[config.mk]
export PLATFORM = sky130hd
export DESIGN_NAME = vram_arbiter_flat
export DESIGN_NICKNAME = d
export VERILOG_FILES = /design/src/rtl/vram_arbiter_if.sv /design/src/rtl/vram_arbiter.sv /design/src/flat_wrapper.sv
export SDC_FILE = /design/constraint.sdc
export NUM_CORES = 1
export LEC_CHECK = 0
export BUFFER_PORTS_ARGS = -buffer_cell sky130_fd_sc_hd__buf_2
export CORE_MARGIN = 3
export CORE_UTILIZATION = 45
export CTS_BUF_LIST = sky130_fd_sc_hd__clkbuf_8 sky130_fd_sc_hd__clkbuf_16
export CTS_CLUSTER_DIAMETER = 100
export DETAILED_ROUTE_END_ITERATION = 10
export GPL_TIMING_DRIVEN = 1
export PLACE_DENSITY = 0.7
export SYNTH_ARGS = -nofsm -noshare
export SYNTH_HDL_FRONTEND = slang
export SYNTH_SLANG_ARGS = --single-unit
[constraint.sdc]
create_clock -name clk -period 2.4 [get_ports clk]
set_input_delay 0.12 -clock clk [delete_from_list [all_inputs] [get_ports clk]]
set_output_delay 0.12 -clock clk [all_outputs]
set_load 0.005 [all_outputs]
[src/rtl/vram_arbiter_if.sv]
// Purpose: bundles the VGA fetch, CPU window and RAM port signals of the video RAM arbiter.
// Latency: none, wiring only.
// Backpressure: none here; the CPU side is a req/ack level handshake and the VGA side is strobe-only.
interface vram_arbiter_if #(
    parameter int ADDR_W = 13,
    parameter int DATA_W = 8
);
    // VGA fetcher side
    logic              vga_req;
    logic [ADDR_W-1:0] vga_addr;
    logic [DATA_W-1:0] vga_data;
    logic              vga_valid;
    logic              vga_overrun;

    // CPU window side
    logic              cpu_req;
    logic              cpu_we;
    logic [ADDR_W-1:0] cpu_addr;
    logic [DATA_W-1:0] cpu_din;
    logic [DATA_W-1:0] cpu_dout;
    logic              cpu_ack;

    // Synchronous-read RAM side
    logic [ADDR_W-1:0] ram_addr;
    logic              ram_we;
    logic [DATA_W-1:0] ram_din;
    logic [DATA_W-1:0] ram_dout;

    // Arbiter view: takes requests and RAM read data, drives everything else
    modport slave (
        input  vga_req, vga_addr,
        input  cpu_req, cpu_we, cpu_addr, cpu_din,
        input  ram_dout,
        output vga_data, vga_valid, vga_overrun,
        output cpu_dout, cpu_ack,
        output ram_addr, ram_we, ram_din
    );

    // Client view: VGA generator, CPU bus and RAM instance together
    modport master (
        output vga_req, vga_addr,
        output cpu_req, cpu_we, cpu_addr, cpu_din,
        output ram_dout,
        input  vga_data, vga_valid, vga_overrun,
        input  cpu_dout, cpu_ack,
        input  ram_addr, ram_we, ram_din
    );
endinterface

[src/rtl/vram_arbiter.sv]
// Purpose: shares one synchronous-read video RAM between VGA fetches (absolute priority) and the CPU window.
// Latency: 3 cycles from an idle grant to vga_valid/cpu_ack; a VGA strobe colliding with a CPU access adds 1.
// Backpressure: CPU waits on cpu_ack; VGA cannot be stalled, one colliding strobe is latched, extras set overrun.
module vram_arbiter #(
    parameter int ADDR_W = 13,
    parameter int DATA_W = 8
) (
    input  logic           clk,
    input  logic           reset,
    vram_arbiter_if.slave  bus
);

    typedef enum logic [1:0] {
        IDLE    = 2'd0,
        ISSUE   = 2'd1,
        CAPTURE = 2'd2
    } state_t;

    typedef enum logic {
        OWN_VGA = 1'b0,
        OWN_CPU = 1'b1
    } owner_t;

    state_t            state_q;
    state_t            state_d;
    owner_t            own_q;
    owner_t            own_d;

    logic              pend_q;
    logic [ADDR_W-1:0] pend_addr_q;
    logic              ovr_q;
    logic              lock_q;
    logic              wr_q;

    logic [ADDR_W-1:0] ram_addr_q;
    logic              ram_we_q;
    logic [DATA_W-1:0] ram_din_q;
    logic [DATA_W-1:0] vga_data_q;
    logic              vga_valid_q;
    logic [DATA_W-1:0] cpu_dout_q;
    logic              cpu_ack_q;

    logic              grant_pt;
    logic              cpu_done;
    logic              cpu_elig;
    logic              grant_vga;
    logic              grant_cpu;
    logic [ADDR_W-1:0] vga_gaddr;

    // Grant decision: VGA (latched or fresh) beats CPU; the CPU access finishing now is not re-eligible
    always_comb begin
        grant_pt  = (state_q == IDLE) || (state_q == CAPTURE);
        cpu_done  = (state_q == CAPTURE) && (own_q == OWN_CPU);
        cpu_elig  = bus.cpu_req && !lock_q && !cpu_done;
        grant_vga = grant_pt && (pend_q || bus.vga_req);
        grant_cpu = grant_pt && !grant_vga && cpu_elig;
        // A fresh strobe at a grant point supersedes a latched one
        vga_gaddr = bus.vga_req ? bus.vga_addr : pend_addr_q;
    end

    // Next-state and owner selection
    always_comb begin
        state_d = state_q;
        own_d   = own_q;
        case (state_q)
            IDLE, CAPTURE: begin
                if (grant_vga) begin
                    state_d = ISSUE;
                    own_d   = OWN_VGA;
                end else if (grant_cpu) begin
                    state_d = ISSUE;
                    own_d   = OWN_CPU;
                end else begin
                    state_d = IDLE;
                end
            end
            ISSUE:   state_d = CAPTURE;
            default: state_d = IDLE;
        endcase
    end

    // FSM state and owner registers
    always_ff @(posedge clk) begin
        if (!reset) begin
            state_q <= IDLE;
            own_q   <= OWN_VGA;
        end else begin
            state_q <= state_d;
            own_q   <= own_d;
        end
    end

    // VGA pending latch and sticky overrun flag
    always_ff @(posedge clk) begin
        if (!reset) begin
            pend_q      <= 1'b0;
            pend_addr_q <= '0;
            ovr_q       <= 1'b0;
        end else begin
            // A strobe while one is already latched loses the older request
            if (bus.vga_req && pend_q) begin
                ovr_q <= 1'b1;
            end
            if (grant_vga) begin
                pend_q <= 1'b0;
            end else if (bus.vga_req) begin
                pend_q      <= 1'b1;
                pend_addr_q <= bus.vga_addr;
            end
        end
    end

    // RAM request registers; write enable is a single ISSUE-cycle pulse
    always_ff @(posedge clk) begin
        if (!reset) begin
            ram_addr_q <= '0;
            ram_we_q   <= 1'b0;
            ram_din_q  <= '0;
            wr_q       <= 1'b0;
        end else begin
            ram_we_q <= 1'b0;
            if (grant_vga) begin
                ram_addr_q <= vga_gaddr;
            end else if (grant_cpu) begin
                ram_addr_q <= bus.cpu_addr;
                ram_we_q   <= bus.cpu_we;
                ram_din_q  <= bus.cpu_din;
                wr_q       <= bus.cpu_we;
            end
        end
    end

    // Result capture, completion pulses and CPU re-request lock
    always_ff @(posedge clk) begin
        if (!reset) begin
            vga_data_q  <= '0;
            vga_valid_q <= 1'b0;
            cpu_dout_q  <= '0;
            cpu_ack_q   <= 1'b0;
            lock_q      <= 1'b0;
        end else begin
            vga_valid_q <= 1'b0;
            cpu_ack_q   <= 1'b0;
            if (state_q == CAPTURE) begin
                if (own_q == OWN_VGA) begin
                    vga_data_q  <= bus.ram_dout;
                    vga_valid_q <= 1'b1;
                end else begin
                    if (!wr_q) begin
                        cpu_dout_q <= bus.ram_dout;
                    end
                    cpu_ack_q <= 1'b1;
                end
            end
            // Lock until the CPU drops its request so a held req is served once
            if (cpu_done) begin
                lock_q <= 1'b1;
            end else if (!bus.cpu_req) begin
                lock_q <= 1'b0;
            end
        end
    end

    assign bus.ram_addr    = ram_addr_q;
    assign bus.ram_we      = ram_we_q;
    assign bus.ram_din     = ram_din_q;
    assign bus.vga_data    = vga_data_q;
    assign bus.vga_valid   = vga_valid_q;
    assign bus.vga_overrun = ovr_q;
    assign bus.cpu_dout    = cpu_dout_q;
    assign bus.cpu_ack     = cpu_ack_q;

endmodule

[src/flat_wrapper.sv]
// flat-port wrapper written by rule: the top's interface ports become plain ports
module vram_arbiter_flat 
#(
    parameter int ADDR_W = 13,
    parameter int DATA_W = 8
)
  (clk, reset, bus_vga_req, bus_vga_addr, bus_cpu_req, bus_cpu_we, bus_cpu_addr, bus_cpu_din, bus_ram_dout, bus_vga_data, bus_vga_valid, bus_vga_overrun, bus_cpu_dout, bus_cpu_ack, bus_ram_addr, bus_ram_we, bus_ram_din);
  vram_arbiter_if #(.ADDR_W(ADDR_W), .DATA_W(DATA_W)) bus_i ();
  input  logic clk;
  input  logic reset;
  input wire logic [$bits(bus_i.vga_req)-1:0] bus_vga_req;
  input wire logic [$bits(bus_i.vga_addr)-1:0] bus_vga_addr;
  input wire logic [$bits(bus_i.cpu_req)-1:0] bus_cpu_req;
  input wire logic [$bits(bus_i.cpu_we)-1:0] bus_cpu_we;
  input wire logic [$bits(bus_i.cpu_addr)-1:0] bus_cpu_addr;
  input wire logic [$bits(bus_i.cpu_din)-1:0] bus_cpu_din;
  input wire logic [$bits(bus_i.ram_dout)-1:0] bus_ram_dout;
  output wire logic [$bits(bus_i.vga_data)-1:0] bus_vga_data;
  output wire logic [$bits(bus_i.vga_valid)-1:0] bus_vga_valid;
  output wire logic [$bits(bus_i.vga_overrun)-1:0] bus_vga_overrun;
  output wire logic [$bits(bus_i.cpu_dout)-1:0] bus_cpu_dout;
  output wire logic [$bits(bus_i.cpu_ack)-1:0] bus_cpu_ack;
  output wire logic [$bits(bus_i.ram_addr)-1:0] bus_ram_addr;
  output wire logic [$bits(bus_i.ram_we)-1:0] bus_ram_we;
  output wire logic [$bits(bus_i.ram_din)-1:0] bus_ram_din;
  assign bus_i.vga_req = bus_vga_req;
  assign bus_i.vga_addr = bus_vga_addr;
  assign bus_i.cpu_req = bus_cpu_req;
  assign bus_i.cpu_we = bus_cpu_we;
  assign bus_i.cpu_addr = bus_cpu_addr;
  assign bus_i.cpu_din = bus_cpu_din;
  assign bus_i.ram_dout = bus_ram_dout;
  assign bus_vga_data = bus_i.vga_data;
  assign bus_vga_valid = bus_i.vga_valid;
  assign bus_vga_overrun = bus_i.vga_overrun;
  assign bus_cpu_dout = bus_i.cpu_dout;
  assign bus_cpu_ack = bus_i.cpu_ack;
  assign bus_ram_addr = bus_i.ram_addr;
  assign bus_ram_we = bus_i.ram_we;
  assign bus_ram_din = bus_i.ram_din;
  vram_arbiter #(.ADDR_W(ADDR_W), .DATA_W(DATA_W)) u_core (.clk(clk), .reset(reset), .bus(bus_i));
endmodule
-- After elaboration in Yosys (flattened, before gate mapping)
Cells that the tools add are included.
- register bits: 60
- input port bits: 47
- output and inout port bits: 41
- equality and inequality tests: 3
- muxes and demuxes: 12
- bitwise logic cells: 5
- reductions and logical operators: 22
- operators with widths (cell ; count):
    13-bit two-way mux ; 3
    2-bit AND reduction ; 4
    1-bit logical AND ; 7
    1-bit two-way mux ; 7
    1-bit NOT ; 5
    2-bit case mux with 2 select lines ; 1
    2-bit OR reduction ; 2
    1-bit zero test ; 3
    3-bit AND reduction ; 1
    3-bit OR reduction ; 1
    2-bit by 1-bit == test with 1-bit output (second input constant) ; 1
    2-bit == test (second input constant) ; 1
    2-bit zero test ; 1
    1-bit logical OR ; 2
    2-bit two-way mux ; 1
    2-bit by 1-bit inequality test with 1-bit output (second input constant) ; 1
    2-bit nonzero test ; 1

-- Logic depth before layout (Yosys ltp)
- depth after elaboration: 9
- gate-level depth with buffers: 6
- gate-level depth less buffers: 3

-- Worst setup path after synthesis
Ideal clock, no wire load.
- path kind: flip-flop to flip-flop
- start point: register u_core.lock_q
- end point: register u_core.ram_addr_q[10] (netlist: u_core.bus.ram_addr[10])
- arrival: 1309 ps
- required time: 2260 ps
- path slack: 951 ps
- cell stages (with the launch flop): 5
- path buffers: 1
- cells stage by stage: dfxtp_1 > or4_4 > buf_2 > nor3_1 > a2111oi_2
- word-level cells in the longest chain between the ends: 5
- ends and longest elaborated chain (what ; RTL line ; text):
    from (decl) ; vram_arbiter.sv:32 ; logic lock_q;
    from (signal assigned) ; vram_arbiter.sv:140 ; lock_q <= 1'b0;
    from (signal assigned) ; vram_arbiter.sv:157 ; lock_q <= 1'b1;
    from (signal assigned) ; vram_arbiter.sv:159 ; lock_q <= 1'b0;
    1-bit zero test ; vram_arbiter.sv:54 ; cpu_elig = bus.cpu_req && !lock_q && !cpu_done;
    1-bit logical AND (2 in a row) ; vram_arbiter.sv:54 ;
    1-bit logical AND ; vram_arbiter.sv:56 ; grant_cpu = grant_pt && !grant_vga && cpu_elig;
    2-bit nonzero test (no source line) ; -- ;
    to (signal assigned) ; vram_arbiter.sv:123 ; ram_addr_q <= vga_gaddr;
    to (signal assigned) ; vram_arbiter.sv:125 ; ram_addr_q <= bus.cpu_addr;
    to (decl) ; vram_arbiter.sv:35 ; logic [ADDR_W-1:0] ram_addr_q;
No other way between the ends.
A chain may end at the register's enable or synchronous reset.

-- Worst setup path after layout
- start point: register u_core.state_q[0]
- end point: register u_core.vga_data_q[1] (netlist: u_core.bus.vga_data[1])
- word-level cells in the longest chain between the ends: 2
- ends and longest elaborated chain (what ; RTL line ; text):
    from (decl) ; vram_arbiter.sv:24 ; state_t state_q;
    from (signal assigned) ; vram_arbiter.sv:88 ; state_q <= state_d;
    2-bit == test ; vram_arbiter.sv:144 ; if (state_q == CAPTURE) begin
    2-bit AND reduction (no source line) ; -- ;
    to (signal assigned) ; vram_arbiter.sv:146 ; vga_data_q <= bus.ram_dout;
    to (decl) ; vram_arbiter.sv:38 ; logic [DATA_W-1:0] vga_data_q;
No other way between the ends.

==> metrics.txt <==
status complete, no violations; main flop type after synthesis dfxtp_1; Crit Path Class reg -> reg; Post-Syn Nets 329; first-pass GRT wire length 10300 µm; Max clock buf depth 2; #FFs+latches synth 60; final-layout fill cell count 508; Slew @ Worst Pin 865 ps; Clock Pin Slew Worst Setup and Hold Paths 70 ps; post-synth top area share 47.6%; Worst Hold Class in -> reg; global route total overflow 0; synthesized area 2520 µm²; Post-synth top cells dfxtp_1, a21oi_1, nand2_1; multi-input logic area 1210 µm²; total track usage 20.2%; area leader, netlist dfxtp_1; initial DRC count 154; DP Area 2980 µm²; Static Leakage 1.32 nW; Area contributors post-synth dfxtp_1, a21oi_1, mux2i_1; TritonCTS sink count 60; Chip Width 80.9 µm; Worst Path Arrival 2040 ps; core area 5270 µm²; ratio of cells with drive above 1 in the final layout 36.4%; Final period util 77.2%; WL/cell 14.5 µm; CTS tree done; hold-fix buffer count after cts 0; Tmin final 1850 ps; H-tree depth 3; final-report hold violation count 0; RSZ-0062 raised after global routing false; number of nets in the layout 407; fmax 540 MHz; WP buf/inv 0; post-synthesis cell type count 32; Num CTS Buffers 9; CTS Root Cell clkbuf_8; Inserted Diodes 0; Vias/cell 5.20; Starting Density 47.9%; Post-synth EDFFs 0; drt pass-1 iters 4; Synth Instances 282; worst path required time 2590 ps; FP Rows 26; Final TNS setup 0 ps; Fin Hold WS 37.8 ps; vias 2263; die area 6540 µm²; startpoint types flop; Reg area 1200 µm²; total DRC errors in the routed layout 0; PortBufs 87; max-cap violations 0; slowest stage cell, crit path nor3b_2; Synth Warn # 0; Antenna Nets Post-Route 0; ys async rst share 0%; Final Setup Violations 0; RD Place Congestion 0.725; post-CTS sizing 0; critical-path cell list nor3b_2 -> mux2i_1 -> nor2_1; I/O Pins 88; pin count of the biggest net entering global routing 32; vias in the first global route 2104; sequential share of the synthesized area 47.6%; Post-Place Setup Slack 581 ps; final slew viol count 0; Top Family by Delay on Critical Path simple AND/OR/NAND/NOR gates; max_slew headroom 42.1%; Die H 80.9 µm; Post-CTS Setup Bufs 0; antenna violations before repair 0; Critical Path End Type flop; Peak VDD IR 0.000371 V; worst setup margin 547 ps; worst-path maximum fanout 25; most numerous cell in the Yosys netlist dfxtp_1; Routed WL 6320 µm; DP HPWL 4340 µm; Skew-Pair Late Insertion Delay 330 ps; crit-path max cell delay 820 ps; Area Overhead vs Synth 26.3%; final instance area 3190 µm²; syn avg cell area 8.94 µm²; Setup Skew 8.02 ps; Pwr Density 722 nW/µm²
[worst register-to-register path: stages (launching register included)]
cell	delay, ps
dfxtp_1	570
nor3b_2	820
mux2i_1	270
nor2_1	60
[final timing paths]
kind                          start                     end  slack (ps)  cells past startpoint
min reg2reg  u_core.pend_addr_q[10]  u_core.pend_addr_q[10]         450                      2
max reg2reg       u_core.state_q[0]  u_core.bus.vga_data[1]         550                      3
min                bus_vga_addr[11]  u_core.pend_addr_q[11]          40                      3
max               u_core.state_q[0]  u_core.bus.vga_data[1]         550                      3
[power by group]
group / internal (mW) / total, mW / switching, mW
Combinational: 0.135 / 0.300 / 0.164
Sequential: 1.05 / 1.09 / 0.0375
Clock: 0.529 / 0.915 / 0.386
[layer usage]
metal	share of wire (%)	track usage (%)	vias to the layer above
met4	0.57	6.08	0
met2	47	30.8	60
li1	-	-	1152
met5	0	0	-
met3	6.2	5.54	4
met1	46	27.9	1047
[state kept, by name, indices dropped and copies added (netlist names)]
register	count
u_core.own_q	1
u_core.bus.vga_valid	1
u_core.bus.ram_din	8
u_core.pend_q	1
u_core.pend_addr_q	13
u_core.state_q	2
u_core.bus.cpu_dout	8
u_core.bus.vga_overrun	1
u_core.bus.ram_we	1
u_core.lock_q	1
u_core.bus.cpu_ack	1
u_core.bus.ram_addr	13
u_core.wr_q	1
u_core.bus.vga_data	8
[kinds of logic after synthesis]
| logic type | after synthesis | synth area share (%) |
|---|---|---|
| and+or+nand+nor | 99 | 20.6 |
| AOI/OAI and AO/OA | 81 | 20.5 |
| DFF | 60 | 47.6 |
| buffers and inverters | 26 | 4.91 |
| muxes | 16 | 6.35 |
[cell type report]
| cell class | count | area share, % |
|---|---|---|
| Tap cell | 70 | 2.75 |
| Clock buffer | 11 | 4.75 |
| Timing Repair Buffer | 91 | 15.0 |
| Clock inverter | 5 | 1.61 |
| Sequential cell | 60 | 37.7 |
| Multi-Input combinational cell | 196 | 37.9 |
| Inverter | 2 | 0.236 |
[metrics by stage]
stage          power [mW]  instances  utilization (%)
3_3_place_gp         1.40        419             56.6
3_5_place_dp         1.41        419             56.6
6_report             2.30        435             60.4
2_1_floorplan        1.29        282                -
5_1_grt              2.42        435             60.4
4_1_cts              2.32        435             60.4
[placed cells by master, fill, tap and decap left out]
cell type	count
a2111oi_2	5
a211oi_1	1
a21bo_2	1
a21boi_2	1
a21oi_1	38
a31oi_1	8
and2_1	2
buf_12	1
buf_2	87
buf_4	3
bufinv_16	1
clkbuf_8	11
clkinv_2	2
clkinvlp_4	1
dfxtp_1	60
inv_1	3
mux2i_1	16
nand2_1	30
nand2_4	1
nand2b_1	5
nand3_1	9
nand3b_1	1
nor2_1	28
nor3_1	5
nor3b_2	1
nor4_4	1
nor4bb_2	1
o21ai_0	17
o21ba_2	1
o21bai_1	1
o311ai_0	8
or2_2	1
or3b_2	13
or4_4	1
Power figures use the tool's default switching activity.
